### src/rtl/occupancy_scan_pkg.sv
// occupancy_scan_pkg
// Shared definitions for the occupancy scanner: FSM state encoding,
// comparison-mode encoding and width helper functions.
package occupancy_scan_pkg;

  // Scanner control states
  typedef enum logic [1:0] {
    IDLE  = 2'd0,
    SCAN  = 2'd1,
    DRAIN = 2'd2,
    DONE  = 2'd3
  } state_e;

  // Threshold comparison modes
  typedef enum logic {
    CMP_GT = 1'b0,
    CMP_LT = 1'b1
  } cmp_mode_e;

  // Ceiling log2 for positive integers (clog2_int(1) = 0)
  function automatic int clog2_int(input int value);
    int width;
    width = 0;
    while ((32'sd1 << width) < value) begin
      width = width + 32'sd1;
    end
    return width;
  endfunction

  // Width needed to hold a count from 0 to num_ch inclusive
  function automatic int cnt_width(input int num_ch);
    return clog2_int(num_ch + 32'sd1);
  endfunction

  // Width of a channel index; never narrower than one bit
  function automatic int idx_width(input int num_ch);
    return (num_ch > 32'sd1) ? clog2_int(num_ch) : 32'sd1;
  endfunction

endpackage

### src/rtl/occupancy_scan_rd_tag_pipe.sv
// rd_tag_pipe
// RD_LAT-deep shift register that travels alongside the memory read
// latency, so each returning data word arrives together with the channel
// index that requested it.
// Ports:
//   iclk      clock
//   irst      synchronous active-high clear (drops all in-flight tags)
//   in_valid  a read is being issued this cycle
//   in_idx    channel index of the issued read
//   out_valid tag emerging: mem_data belongs to out_idx this cycle
//   out_idx   channel index of the emerging tag
module rd_tag_pipe #(
  parameter int RD_LAT = 1,
  parameter int IDX_W  = 2
) (
  input  logic             iclk,
  input  logic             irst,
  input  logic             in_valid,
  input  logic [IDX_W-1:0] in_idx,
  output logic             out_valid,
  output logic [IDX_W-1:0] out_idx
);

  logic [RD_LAT-1:0] vld;
  logic [IDX_W-1:0]  tag [RD_LAT];

  // Shift the {valid, index} tags one stage per clock
  always_ff @(posedge iclk) begin
    if (irst) begin
      vld <= '0;
      for (int i = 0; i < RD_LAT; i++) begin
        tag[i] <= '0;
      end
    end else begin
      vld[0] <= in_valid;
      tag[0] <= in_idx;
      for (int i = 1; i < RD_LAT; i++) begin
        vld[i] <= vld[i-1];
        tag[i] <= tag[i-1];
      end
    end
  end

  assign out_valid = vld[RD_LAT-1];
  assign out_idx   = tag[RD_LAT-1];

endmodule

### src/rtl/occupancy_scan.sv
// occupancy_scan
// N-channel threshold scanner. A start pulse issues NUM_CH sequential reads
// at base_addr + i*stride over one shared synchronous memory port, compares
// every returned word against a latched threshold (greater-than or
// less-than, equality never hits) and reports hit mask, hit count and an
// all-hit flag together with a one-cycle done pulse.
// Ports:
//   iclk, irst          clock, synchronous active-high reset
//   start               request pulse, accepted only while idle
//   base_addr, stride   address of channel 0, per-channel increment
//   thresh, cmp_mode    threshold and comparison mode (0: >, 1: <)
//   mem_rd, mem_addr    read strobe and address
//   mem_data            read data, valid RD_LAT cycles after mem_rd
//   busy, done          scan in progress, one-cycle completion pulse
//   hit_mask, hit_count, all_hit   results, held between done pulses
module occupancy_scan
  import occupancy_scan_pkg::*;
#(
  parameter int NUM_CH = 4,
  parameter int ADDR_W = 10,
  parameter int DATA_W = 14,
  parameter int RD_LAT = 1,
  parameter int CNT_W  = cnt_width(NUM_CH)
) (
  input  logic              iclk,
  input  logic              irst,
  input  logic              start,
  input  logic [ADDR_W-1:0] base_addr,
  input  logic [ADDR_W-1:0] stride,
  input  logic [DATA_W-1:0] thresh,
  input  logic              cmp_mode,
  output logic              mem_rd,
  output logic [ADDR_W-1:0] mem_addr,
  input  logic [DATA_W-1:0] mem_data,
  output logic              busy,
  output logic              done,
  output logic [NUM_CH-1:0] hit_mask,
  output logic [CNT_W-1:0]  hit_count,
  output logic              all_hit
);

  localparam int IDX_W = idx_width(NUM_CH);
  localparam logic [IDX_W-1:0] LAST_IDX = IDX_W'(NUM_CH - 1);

  state_e            state;
  state_e            state_nxt;
  logic [IDX_W-1:0]  idx;
  logic [ADDR_W-1:0] stride_l;
  logic [DATA_W-1:0] thresh_l;
  cmp_mode_e         mode_l;
  logic [NUM_CH-1:0] work_mask;
  logic [NUM_CH-1:0] mask_nxt;
  logic [CNT_W-1:0]  pop;
  logic              tag_valid;
  logic [IDX_W-1:0]  tag_idx;
  logic              hit;
  logic              last_issue;

  rd_tag_pipe #(
    .RD_LAT (RD_LAT),
    .IDX_W  (IDX_W)
  ) u_rd_tag_pipe (
    .iclk      (iclk),
    .irst      (irst),
    .in_valid  (mem_rd),
    .in_idx    (idx),
    .out_valid (tag_valid),
    .out_idx   (tag_idx)
  );

  assign last_issue = (idx == LAST_IDX);

  // State register
  always_ff @(posedge iclk) begin
    if (irst) begin
      state <= IDLE;
    end else begin
      state <= state_nxt;
    end
  end

  // Next-state logic. DRAIN ends on the cycle the final channel's tag
  // emerges: that is the last entry in the pipe, so its data is folded
  // into the result while moving to DONE.
  always_comb begin
    state_nxt = state;
    case (state)
      IDLE: begin
        if (start) begin
          state_nxt = SCAN;
        end else begin
          state_nxt = IDLE;
        end
      end
      SCAN: begin
        if (last_issue) begin
          state_nxt = DRAIN;
        end else begin
          state_nxt = SCAN;
        end
      end
      DRAIN: begin
        if (tag_valid && (tag_idx == LAST_IDX)) begin
          state_nxt = DONE;
        end else begin
          state_nxt = DRAIN;
        end
      end
      DONE:    state_nxt = IDLE;
      default: state_nxt = IDLE;
    endcase
  end

  // Compare the returning word against the latched threshold
  always_comb begin
    hit = 1'b0;
    case (mode_l)
      CMP_GT:  hit = (mem_data > thresh_l);
      CMP_LT:  hit = (mem_data < thresh_l);
      default: hit = 1'b0;
    endcase
  end

  // Working mask including this cycle's returning channel, and its popcount
  always_comb begin
    mask_nxt = work_mask;
    pop      = '0;
    if (tag_valid && hit) begin
      mask_nxt[tag_idx] = 1'b1;
    end else begin
      mask_nxt = work_mask;
    end
    for (int i = 0; i < NUM_CH; i++) begin
      pop = pop + CNT_W'(mask_nxt[i]);
    end
  end

  // Datapath, request latches and registered outputs
  always_ff @(posedge iclk) begin
    if (irst) begin
      idx       <= '0;
      mem_addr  <= '0;
      stride_l  <= '0;
      thresh_l  <= '0;
      mode_l    <= CMP_GT;
      work_mask <= '0;
      mem_rd    <= 1'b0;
      busy      <= 1'b0;
      done      <= 1'b0;
      hit_mask  <= '0;
      hit_count <= '0;
      all_hit   <= 1'b0;
    end else begin
      mem_rd <= (state_nxt == SCAN);
      busy   <= (state_nxt == SCAN) || (state_nxt == DRAIN);
      done   <= (state_nxt == DONE);
      if ((state == IDLE) && start) begin
        idx       <= '0;
        mem_addr  <= base_addr;
        stride_l  <= stride;
        thresh_l  <= thresh;
        mode_l    <= cmp_mode_e'(cmp_mode);
        work_mask <= '0;
      end else begin
        // Running address adder; wraps modulo 2^ADDR_W by truncation
        if ((state == SCAN) && !last_issue) begin
          idx      <= idx + IDX_W'(1);
          mem_addr <= mem_addr + stride_l;
        end
        work_mask <= mask_nxt;
      end
      // Results land together with done and hold until the next scan ends
      if (state_nxt == DONE) begin
        hit_mask  <= mask_nxt;
        hit_count <= pop;
        all_hit   <= &mask_nxt;
      end
    end
  end

endmodule
### config.mk
export PLATFORM = sky130hd
export DESIGN_NAME = occupancy_scan
export DESIGN_NICKNAME = d
export VERILOG_FILES = /design/src/rtl/occupancy_scan_pkg.sv /design/src/rtl/occupancy_scan_rd_tag_pipe.sv /design/src/rtl/occupancy_scan.sv
export SDC_FILE = /design/constraint.sdc
export NUM_CORES = 1
export LEC_CHECK = 0
export ABC_AREA = 1
export ABC_CLOCK_PERIOD_IN_PS = 3800
export BUFFER_PORTS_ARGS = -buffer_cell sky130_fd_sc_hd__buf_2
export CAP_MARGIN = 20
export CELL_PAD_IN_SITES_DETAIL_PLACEMENT = 0
export CELL_PAD_IN_SITES_GLOBAL_PLACEMENT = 1
export CORE_UTILIZATION = 25
export CTS_CLUSTER_SIZE = 20
export DETAILED_ROUTE_END_ITERATION = 6
export PLACE_DENSITY_LB_ADDON = 0.1
export SYNTH_ARGS = -nofsm -noshare
export SYNTH_HDL_FRONTEND = slang
export SYNTH_SLANG_ARGS = --single-unit
### constraint.sdc
create_clock -name iclk -period 3.8 [get_ports iclk]
set_clock_uncertainty 0.15 [all_clocks]
set_input_delay 0 -clock iclk [delete_from_list [all_inputs] [get_ports iclk]]
set_output_delay 0 -clock iclk [all_outputs]
set_load 0.02 [all_outputs]
Word-level counts from Yosys, hierarchy flattened
Memory sizes are Yosys's and may differ from the RTL's. Cells that the tools add are included.

Register bits after elaboration: 55. Memory bits (writable): 2. Bits of input ports: 52. Word-level logic and storage cells: 61. Memories: 1.

Memory list: u_rd_tag_pipe.tag (words 1, width 2, read ports 1, clocked after Yosys merged registers in 0, wr ports 1, RTL line occupancy_scan_rd_tag_pipe.sv:25) `logic [IDX_W-1:0] tag [RD_LAT];`.

Add/subtract/negate cells: 5. Order comparisons: 4. Equal/unequal tests: 8. Muxes and demuxes: 15. Bitwise gates (word level): 2. Reductions and logical operators: 12.

Operators with widths (count): 10-bit two-way mux (2); 14-bit greater-than comparator (1); 14-bit less-than comparator (1); 2-bit == test (second input constant) (6); 10-bit adder (1); 2-bit one-hot mux with 4 select lines (1); 1-bit two-way mux (7); 1-bit logical AND (5); 2-bit by 1-bit == test with 1-bit output (second input constant) (2); 2-bit two-way mux (2); 4-bit two-way mux (1); 4-bit OR (1); 4-bit AND reduction (1); 2-bit OR reduction (2); 2-bit by 1-bit adder with 3-bit output (1); 3-bit by 1-bit adder with 3-bit output (1); 2-bit by 3-bit less-than comparator with 1-bit output (second input constant) (1); 1-bit by 1-bit adder with 2-bit output (1); 2-bit by 1-bit adder with 2-bit output (second input constant) (1); 1-bit demux with 2-bit select (1); 2-bit by 1-bit greater-or-equal comparator with 1-bit output (second input constant) (1); 2-bit logical NOT (1); 1-bit one-hot mux with 2 select lines (1); 2-bit nonzero test (1); other kinds (3) (3).

Longest topological paths before layout
Gate-level depths: netlist of the first run. An unclocked memory read counts as a cell.

Word-level depth: 10. Mapped depth: 18. Depth with buffers taken out: 18.

Hierarchy
From an unflattened synthesis of the first run, not the netlist that was laid out.

Cell total of the unflattened synthesis: 404. Area total of the unflattened synthesis: 2992.9 µm².

Modules (own cells, without submodules): occupancy_scan (instances 1, cells an instance 395, area an instance 2910.3 µm², sequential area each 1081.0 µm²); rd_tag_pipe (instances 1, cells an instance 9, area an instance 82.6 µm², sequential area each 60.1 µm²).

Worst setup path before layout of the first run
No wires, ideal clock.

Path type: register to register. Start point: register thresh_l[13]. End point: register hit_count[1]. Arrival time: 2.465 ns. Data required time: 3.534 ns. Slack: 1.069 ns. Cell stages (with the launch flop): 17. Path buffers: 0. Period minus slack after synthesis: 2.731 ns. Path through: dfxtp_1 inv_1 ha_1 nand2_1 inv_1 nand2_1 nand2_1 a21oi_1 nand3_1 a21boi_1 nand3_1 nand2_1 fa_1 ha_1 ha_1 nor2_1 nor2_1.

Longest elaborated chain between the ends: 7.

RTL lines: start: declaration (RTL line occupancy_scan.sv:49) `logic [DATA_W-1:0] thresh_l;`; start signal: assignment (RTL line occupancy_scan.sv:161) `thresh_l <= thresh;`; 14-bit less-than comparator / 14-bit greater-than comparator (equally long branches) (RTL line occupancy_scan.sv:119, occupancy_scan.sv:118); 1-bit one-hot mux with 2 select lines (*) (RTL line occupancy_scan.sv:117) `case (mode_l)`; 1-bit logical AND (*) (RTL line occupancy_scan.sv:128) `if (tag_valid && hit) begin`; 4-bit two-way mux (*) (RTL line occupancy_scan.sv:128); net mask_nxt[0] (RTL line occupancy_scan.sv:52) `logic [NUM_CH-1:0] mask_nxt;`; 1-bit by 1-bit adder with 2-bit output (*) (RTL line occupancy_scan.sv:134) `pop = pop + CNT_W'(mask_nxt[i]);`; 2-bit by 1-bit adder with 3-bit output (*) (RTL line occupancy_scan.sv:134); 3-bit by 1-bit adder with 3-bit output (*) (RTL line occupancy_scan.sv:134); net pop[1] (RTL line occupancy_scan.sv:53) `logic [CNT_W-1:0] pop;`; end signal: assignment (RTL line occupancy_scan.sv:175) `hit_count <= pop;`; end: declaration (RTL line occupancy_scan.sv:38) `output logic [CNT_W-1:0] hit_count,`.

Mark *: on every way through the listed nets, which the timed path passes. The rest lies on a longest branch. A chain may end at the register's enable or synchronous reset.

Final worst setup path of the first run
Same ends and word-level chain as after synthesis.

==> results of run 1 <==
## area by class of cell
type,count,share of cell area
clock buffers,14,0.0654
clock inverters,2,0.00836
inverters,51,0.0457
multi-input cells,274,0.370
flip-flops and latches,57,0.272
well taps,143,0.0427
repair buffers,119,0.196
## sequential cells by signal, summed over array words and instances (netlist names), 2 cells and up
register / flops
hit_mask: 4
state: 2
idx: 2
thresh_l: 14
mem_addr: 10
stride_l: 10
work_mask: 4
hit_count: 3
u_rd_tag_pipe.tag: 2
## repair_timing
action / 4_1_cts / 5_1_grt
hold buffers: 43 / 0
hold endpoints to repair: 45 / 0
setup endpoints to repair: 0 / 0
## stage by stage
step	utilization	power, mW	hold WS (ps)	worst slack (ps)
detailed placement	0.301	1.00	116	743
floorplan	-	0.899	12.5	1070
finish	0.366	1.87	223	776
global placement	0.301	1.00	98.8	793
global route	0.366	1.99	266	485
CTS	0.366	1.91	211	736
## cell families after synthesis
kind of cell	share of synthesized area
xor+xnor	0.0238
compound gates	0.174
simple gates	0.190
buf+inv	0.0871
fa+ha+maj	0.137
flops	0.388
## per-layer routing
layer	share of wire	wire length (um)	vias up	track usage
met2	0.43	3440	57	0.210
met5	0	0	-	0
met4	0.018	146	0	0.0747
li1	-	-	1513	-
met3	0.031	250	11	0.0351
met1	0.52	4140	1268	0.189
## worst max-delay path, delay by kind of cell, from the launching register on
| kind | cells | cell delay [ps] |
|---|---|---|
| adder cells (fa/ha/maj) | 4 | 1160 |
| buffers and inverters | 2 | 100 |
| AND/OR/NAND/NOR | 8 | 780 |
| AO/OA/AOI/OAI | 2 | 430 |
| flip-flops | 1 | 300 |
## cells in the final DEF (no fill, tap or decap), types with 2 or more instances in the layout
cell and count:
xor2_1 5, nand2_2 3, clkbuf_16 9, a21oi_2 2, buf_4 4, nor2_1 55, o21bai_1 4, inv_1 49
fa_1 2, nand3_2 2, buf_2 72, nand3_1 12, a21oi_1 40, dlygate4sd3_1 43, clkbuf_1 2, a31oi_1 3
clkinv_1 2, clkbuf_8 3, dfxtp_1 57, ha_1 29, o21ai_1 3, xnor2_1 3, o21ai_0 40, nand2_1 64
## final timing paths
kind,end,start,cells after the start
min,mem_addr[2],start,4
max reg2reg,hit_count[1],thresh_l[13],16
min reg2reg,u_rd_tag_pipe.out_valid,mem_rd,2
max,hit_count[1],thresh_l[13],16
## power by group through the flow
stage / Clock [mW] / Sequential, mW / Combinational [mW]
6_report: 0.845 / 0.670 / 0.356
3_3_place_gp: 0 / 0.683 / 0.321
5_1_grt: 0.906 / 0.675 / 0.411
3_5_place_dp: 0 / 0.683 / 0.320
4_1_cts: 0.876 / 0.671 / 0.363
2_1_floorplan: 0 / 0.695 / 0.204
==> results.json, run 1 <==
{
  "drtAntennaViolNets": 0,
  "io_pins": 73,
  "worst-setup-path-type": "reg2reg",
  "fin_crit_sh": 0.796,
  "combPwrFrac": 0.190,
  "netlist_area_um2": 2940,
  "ys_warn_count": 0,
  "synth-edff-count": 0,
  "syn-mean-instance-area_um2": 7.43,
  "gp_congestion": 0.734,
  "critPathArrivalTime_ps": 3100,
  "worst_setup_path_end_kind": "flip-flop",
  "dieHeight_um": 111,
  "nFillCells": 1220,
  "vias": 2849,
  "yosysMostFrequentCell": "nand2_1",
  "fin_cells": 660,
  "setup-violations-final": 0,
  "clock_latency_ps": 330,
  "multiInputGateArea_um2": 1550,
  "synth-main-ff-cell": "dfxtp_1",
  "initial_core_util": 0.257,
  "seq_area_um2": 1140,
  "coreArea_um2": 11500,
  "relSlewSlack": 0.624,
  "p_sw_frac": 0.272,
  "cts_tree": "done",
  "cp_common_cell": "nand2_1",
  "timing.hold.worst.class": "in2reg",
  "die_area_um2": 12200,
  "ys_seq_area_frac": 0.388,
  "cts_root_buffer": "clkbuf_16",
  "maxCapViolCount": 0,
  "ys_ff_latch": 57,
  "cp.required_ps": 3870,
  "p_int_mw": 1.36,
  "cts_inserted_buffers": 9,
  "cts_setup_buffers": 0,
  "finalMaxSlewViolations": 0,
  "tns_ps": 0,
  "p_leak_nw": 2.03,
  "yosysUniqueCellTypes": 28,
  "syn_to_final_growth_pct": 42.4,
  "seq_power_share": 0.358,
  "clk_pin_slew_worst_paths_ps": 50,
  "nets": 595,
  "crit_slowest_cell": "fa_1",
  "status": "complete, no violations",
  "syn-instance-count": 396,
  "cts_sinks": 57,
  "dp_cells": 601,
  "path_cells": "inv_1 -> ha_1 -> nand2_1 -> inv_1 -> nand2_1 -> nand2_1 -> a21oi_1 -> nand3_1 -> a21boi_1 -> nand3_1 -> nand2_1 -> fa_1 -> ha_1 -> ha_1 -> nor2_1 -> nor2_1",
  "synth_top_cell_area_share": 0.388,
  "cpPeakStageDelay_ps": 420,
  "synth_nets": 479,
  "row_count": 39,
  "port_buffers": 72,
  "synthTopCellsByArea": "dfxtp_1 39%, ha_1 12%, nand2_1 8.2%, nor2_1 7.0%, a21oi_1 6.8%",
  "drc": 0,
  "rsz0062_at_grt": "no",
  "grt_pass1_wl_um": 13500,
  "period_needed_ps": 3020,
  "clk_path_buf_depth": 2,
  "via_per_inst": 4.32,
  "power_density_nw_per_um2": 446,
  "drtIter0Drc": 65,
  "diodes": 0,
  "htreeDepth": 3,
  "grt_max_degree": 56,
  "cp_max_fo": 3,
  "ys_async_sr_fraction": 0,
  "synth_commonest_cells": "64 x nand2_1, 57 x dfxtp_1, 55 x nor2_1, 49 x inv_1",
  "final_area_um2": 4190,
  "startpoint_type": "flip-flop",
  "ir_worst_vdd_v": 0.000186,
  "regToRegSetupSlack_ps": 780,
  "fmax_mhz": 331,
  "tightest_slew_ps": 561,
  "hpwl_um": 5630,
  "fp.dieW_um": 111,
  "power_switching_uw": 510,
  "first_pass_iters": 4,
  "pwr-share-clk": 0.452,
  "antenna_found_initial": 0,
  "wirelength_um": 7980,
  "dpl_cell_area_um2": 3450,
  "grt_overflow": 0,
  "hold_viol": 0,
  "synth_largest_area_cell": "dfxtp_1",
  "post_drt_wl_per_cell_um": 12.1,
  "grt_use_total": 0.142,
  "cts.repair.resized": 0,
  "grt_pass1_vias": 2786,
  "drive_above_1_share": 0.190
}
No activity file was read; power rests on OpenSTA's default activity.
==> run 2, diff against run 1 <==
--- a/config.mk
+++ b/config.mk
@@ -6,7 +6,7 @@
 export NUM_CORES = 1
 export LEC_CHECK = 0
 export ABC_AREA = 1
-export ABC_CLOCK_PERIOD_IN_PS = 3800
+export ABC_CLOCK_PERIOD_IN_PS = 2400
 export BUFFER_PORTS_ARGS = -buffer_cell sky130_fd_sc_hd__buf_2
 export CAP_MARGIN = 20
 export CELL_PAD_IN_SITES_DETAIL_PLACEMENT = 0
==> constraint.sdc (replaced) <==
create_clock -name iclk -period 2.4 [get_ports iclk]
set_clock_uncertainty 0.15 [all_clocks]
set_input_delay 0 -clock iclk [delete_from_list [all_inputs] [get_ports iclk]]
set_output_delay 0 -clock iclk [all_outputs]
set_load 0.02 [all_outputs]
==> results.json, run 2 (same netlist as run 1, synthesis figures left out) <==
{
  "status": "complete, but fails checks",
  "violations": "negative setup slack",
  "grt_use_total": 0.143,
  "startpoint_type": "flip-flop",
  "worst_setup_path_end_kind": "flip-flop",
  "worst-setup-path-type": "reg2reg",
  "cp.required_ps": 2510,
  "p_sw_frac": 0.274,
  "gp_congestion": 0.728,
  "critPathArrivalTime_ps": 2850,
  "whs_path_depth": 5,
  "grt_pass1_vias": 3004,
  "seq_power_share": 0.334,
  "r2r-start": "thresh_l[13]",
  "diodes": 0,
  "htreeDepth": 3,
  "fmax_mhz": 366,
  "power_switching_uw": 874,
  "grt_max_degree": 53,
  "combPwrFrac": 0.218,
  "cts_sinks": 57,
  "worstHoldEndpoint": "thresh_l[0]",
  "final_area_um2": 4700,
  "p_leak_nw": 2.15,
  "antenna_found_initial": 0,
  "layout_common_cells": "72 x buf_2, 52 x nand2_1, 52 x nor2_1, 50 x dfxtp_1",
  "hold_viol": 0,
  "fin_crit_sh": 1.14,
  "reg2reg_depth": 14,
  "first_pass_iters": 4,
  "pre_cts_ws_ps": -468,
  "clk_pin_slew_worst_paths_ps": 50,
  "cts_tree": "done",
  "initial_core_util": 0.257,
  "regToRegSetupSlack_ps": -330,
  "multiInputGateArea_um2": 1830,
  "setup-violations-final": 5,
  "power_density_nw_per_um2": 678,
  "finalCoreUtilization": 0.410,
  "top_register": "thresh_l",
  "reg2reg_to": "hit_count[1]",
  "port_buffers": 72,
  "relSlewSlack": 0.658,
  "m1WireLength_um": 4330,
  "grt_overflow": 0,
  "nFillCells": 1213,
  "via_per_inst": 4.37,
  "reg_top3": "thresh_l (14), mem_addr (10), stride_l (10)",
  "post_drt_wl_per_cell_um": 12.3,
  "nets": 622,
  "period_needed_ps": 2730,
  "io_pins": 73,
  "maxCapViolCount": 0,
  "mostFrequentLayoutCell": "buf_2",
  "dieHeight_um": 111,
  "top_layer": "met4",
  "grt_pass1_wl_um": 13900,
  "drive_above_1_share": 0.344,
  "die_area_um2": 12200,
  "wl_met2_um": 3590,
  "fin_cells": 687,
  "hpwl_um": 5740,
  "seq_area_um2": 1150,
  "cp_max_fo": 2,
  "dpl_cell_area_um2": 3600,
  "fp.dieW_um": 111,
  "tightest_slew_ps": 513,
  "dp_cells": 617,
  "syn_to_final_growth_pct": 59.6,
  "row_count": 39,
  "dr_wl_met3_um": 392,
  "cts_inserted_buffers": 9,
  "cts_root_buffer": "clkbuf_16",
  "ir_worst_vdd_v": 0.000374,
  "timing.hold.worst.class": "in2reg",
  "coreArea_um2": 11500,
  "rsz0062_at_grt": "yes",
  "largest_reg_flops": 14,
  "pwr-share-clk": 0.448,
  "drc": 0,
  "drtAntennaViolNets": 0,
  "finalMaxSlewViolations": 0,
  "wirelength_um": 8430,
  "p_int_mw": 2.31,
  "clk_path_buf_depth": 2,
  "clock_latency_ps": 320,
  "drtIter0Drc": 97,
  "timing.final.ws_setup_ps": -332,
  "vias": 3004,
  "hold_start": "start"
}
-- run 2: cell type report --
class	instances	share of cell area
clock buffers	12	0.0546
clock inverters	4	0.0160
inverters	51	0.0407
multi-input cells	274	0.389
flip-flops and latches	57	0.245
well taps	143	0.0381
repair buffers	146	0.217
-- run 2: metrics by stage --
step | hold WS (ps) | power (mW) | setup TNS (ps)
2_1_floorplan | 12.5 | 1.43 | -710
4_1_cts | 179 | 3.15 | -1470
5_1_grt | 232 | 3.37 | -2450
3_3_place_gp | 106 | 1.62 | -1320
3_5_place_dp | 105 | 1.62 | -1280
6_report | 178 | 3.19 | -1420
-- run 2: worst max-delay path by stage --
| stage | start | end | slack (ps) | depth (start not counted) |
|---|---|---|---|---|
| after floorplan | thresh_l[11] | hit_count[1] | -280 | 17 |
| after global placement | thresh_l[9] | hit_count[1] | -480 | 14 |
| after global routing | thresh_l[13] | hit_count[1] | -510 | 14 |
| after CTS | thresh_l[8] | hit_count[1] | -380 | 16 |
| final | thresh_l[13] | hit_count[1] | -330 | 14 |
| after detailed placement | thresh_l[9] | hit_count[1] | -470 | 14 |
-- run 2: power by group through the flow --
| stage | combinational, mW | clock [mW] | sequential, mW |
|---|---|---|---|
| detailed placement | 0.543 | 0 | 1.08 |
| finish | 0.694 | 1.43 | 1.06 |
| floorplan | 0.327 | 0 | 1.10 |
| global route | 0.789 | 1.51 | 1.07 |
| CTS | 0.630 | 1.46 | 1.06 |
| global placement | 0.541 | 0 | 1.08 |
-- run 2: critical path, cell delays in order, from the launching register on --
cell	delay [ps]
dfxtp_2	310
inv_2	60
ha_4	200
a21oi_1	200
nand2_2	100
a21oi_4	150
nand3_2	110
a21boi_2	190
nand3_2	110
nand2_2	90
fa_1	450
ha_4	190
ha_4	250
nor2_2	30
nor2_1	90
-- run 2: repair_timing --
item / 4_1_cts / 5_1_grt
resized for setup: 15 / 48
pin swaps: 15 / 21
buffers inserted: 9 / 6
hold endpoints to repair: 43 / 0
hold buffers: 39 / 0
endpoints found under the setup margin: 3 / 8
gates cloned: 0 / 0
-- run 2: per-layer routing --
metal,vias up,global-route usage
li1,1567,-
met1,1362,0.193
met2,66,0.219
met3,9,0.0285
met4,0,0.0667
met5,-,0
==> run 3, diff against run 2 <==
--- a/config.mk
+++ b/config.mk
@@ -6,11 +6,12 @@
 export NUM_CORES = 1
 export LEC_CHECK = 0
 export ABC_AREA = 1
-export ABC_CLOCK_PERIOD_IN_PS = 2400
+export ABC_CLOCK_PERIOD_IN_PS = 3500
 export BUFFER_PORTS_ARGS = -buffer_cell sky130_fd_sc_hd__buf_2
 export CAP_MARGIN = 20
 export CELL_PAD_IN_SITES_DETAIL_PLACEMENT = 0
 export CELL_PAD_IN_SITES_GLOBAL_PLACEMENT = 1
+export CORE_ASPECT_RATIO = 0.5
 export CORE_UTILIZATION = 25
 export CTS_CLUSTER_SIZE = 20
 export DETAILED_ROUTE_END_ITERATION = 6
==> constraint.sdc (replaced) <==
create_clock -name iclk -period 3.5 [get_ports iclk]
set_clock_uncertainty 0.15 [all_clocks]
set_input_delay 0 -clock iclk [delete_from_list [all_inputs] [get_ports iclk]]
set_output_delay 0 -clock iclk [all_outputs]
set_load 0.02 [all_outputs]
==> results.json, run 3 (same netlist as run 1, synthesis figures left out) <==
{
  "drive_above_1_share": 0.194,
  "fp.dieW_um": 155,
  "drtAntennaViolNets": 0,
  "diodes": 0,
  "htreeDepth": 3,
  "final_area_um2": 4170,
  "ir_worst_vdd_v": 0.000186,
  "via_per_inst": 4.11,
  "syn_to_final_growth_pct": 41.5,
  "grt_pass1_vias": 2834,
  "vias": 2755,
  "dpl_cell_area_um2": 3470,
  "critPathArrivalTime_ps": 3190,
  "dieHeight_um": 78.7,
  "clk_pin_slew_worst_paths_ps": 60,
  "nets": 589,
  "drc": 0,
  "violations": "negative hold slack",
  "initial_core_util": 0.262,
  "timing.hold.worst.class": "in2reg",
  "post_drt_wl_per_cell_um": 11.8,
  "fin_cells": 670,
  "finalMaxSlewViolations": 0,
  "timing.final.ws_setup_ps": 385,
  "startpoint_type": "flip-flop",
  "largest_reg_flops": 14,
  "grt_pass1_wl_um": 13400,
  "nFillCells": 1233,
  "grt_use_total": 0.142,
  "coreArea_um2": 11200,
  "worst_setup_path_end_kind": "flip-flop",
  "finalCoreUtilization": 0.371,
  "antenna_found_initial": 0,
  "fmax_mhz": 321,
  "period_needed_ps": 3120,
  "cts_root_buffer": "clkbuf_16",
  "grt_overflow": 0,
  "hold_viol": 1,
  "io_pins": 73,
  "wirelength_um": 7880,
  "maxCapViolCount": 0,
  "cts_sinks": 57,
  "gp_congestion": 0.725,
  "cts_inserted_buffers": 9,
  "power_density_nw_per_um2": 493,
  "drtIter0Drc": 81,
  "clock_latency_ps": 330,
  "multiInputGateArea_um2": 1550,
  "reg_top3": "thresh_l (14), mem_addr (10), stride_l (10)",
  "cp.required_ps": 3570,
  "status": "complete, but fails checks",
  "pre_cts_ws_ps": 344,
  "rsz0062_at_grt": "no",
  "die_area_um2": 12200,
  "port_buffers": 72,
  "top_register": "thresh_l",
  "setup-violations-final": 0,
  "mostFrequentLayoutCell": "buf_2",
  "fin_crit_sh": 0.890,
  "fin_total_pwr_mw": 2.05,
  "worst-setup-path-type": "reg2reg",
  "dp_cells": 616,
  "relSlewSlack": 0.613,
  "cp_max_fo": 3,
  "tns_ps": 0,
  "hpwl_um": 5520,
  "clk_path_buf_depth": 2,
  "cts_tree": "done",
  "seq_area_um2": 1140,
  "p_leak_nw": 1.99,
  "first_pass_iters": 4,
  "grt_max_degree": 56,
  "tightest_slew_ps": 577,
  "row_count": 27,
  "layout_common_cells": "72 x buf_2, 64 x nand2_1, 57 x dfxtp_1, 55 x nor2_1, 49 x inv_1",
  "hold_slack_ps": -15.1
}
-- run 3: changes by cell type in the layout (fill, tap and decap cells not counted), moves of 11 or more --
cell     before  now
buf_4        33    3
inv_2        11    0
ha_1         15   29
ha_4         12    0
nand2_1      52   64
inv_1        38   49
-- run 3: area by class of cell --
type                       instances  share of cell area
timing repair buffer             113               0.183
tap                              159              0.0477
clock inverter                     7              0.0228
multi-input combinational        274               0.372
clock buffer                       9              0.0541
inverter                          51              0.0459
sequential                        57               0.274
-- run 3: critical path: stages (launching register included) --
cell	delay [ps]
dfxtp_1	300
inv_1	40
ha_1	280
nand2_1	100
inv_1	40
nand2_1	60
nand2_1	40
a21oi_1	180
nand3_1	150
a21boi_1	300
nand3_1	170
nand2_1	160
fa_1	410
ha_1	190
ha_1	260
nor2_1	110
nor2_1	60
-- run 3: per-layer routing --
metal / wire, um / global-route usage
met1: 3960 / 0.180
met3: 291 / 0.0459
met2: 3550 / 0.230
met5: 0 / 0
met4: 74 / 0.0441
-- run 3: path summary, 6_finish.rpt --
| path | endpoint | cells past startpoint | start | slack [ps] |
|---|---|---|---|---|
| setup / recovery | hit_count[1] | 16 | thresh_l[13] | 380 |
| hold / removal | mem_addr[9] | 4 | base_addr[9] | -20 |
| setup reg to reg | hit_count[1] | 16 | thresh_l[13] | 380 |
| hold reg to reg | u_rd_tag_pipe.out_valid | 2 | mem_rd | 270 |
-- run 3: what timing repair did --
action / in CTS / in global routing
gates resized for setup: 0 / 0
setup buffers: 0 / 0
hold buffers: 38 / 0
hold endpoints to repair: 45 / 0
-- run 3: where the power goes --
part           internal [mW]  switching (mW)
Sequential             0.698          0.0285
Combinational          0.164           0.215
Clock                  0.621           0.329
Total                   1.48           0.572
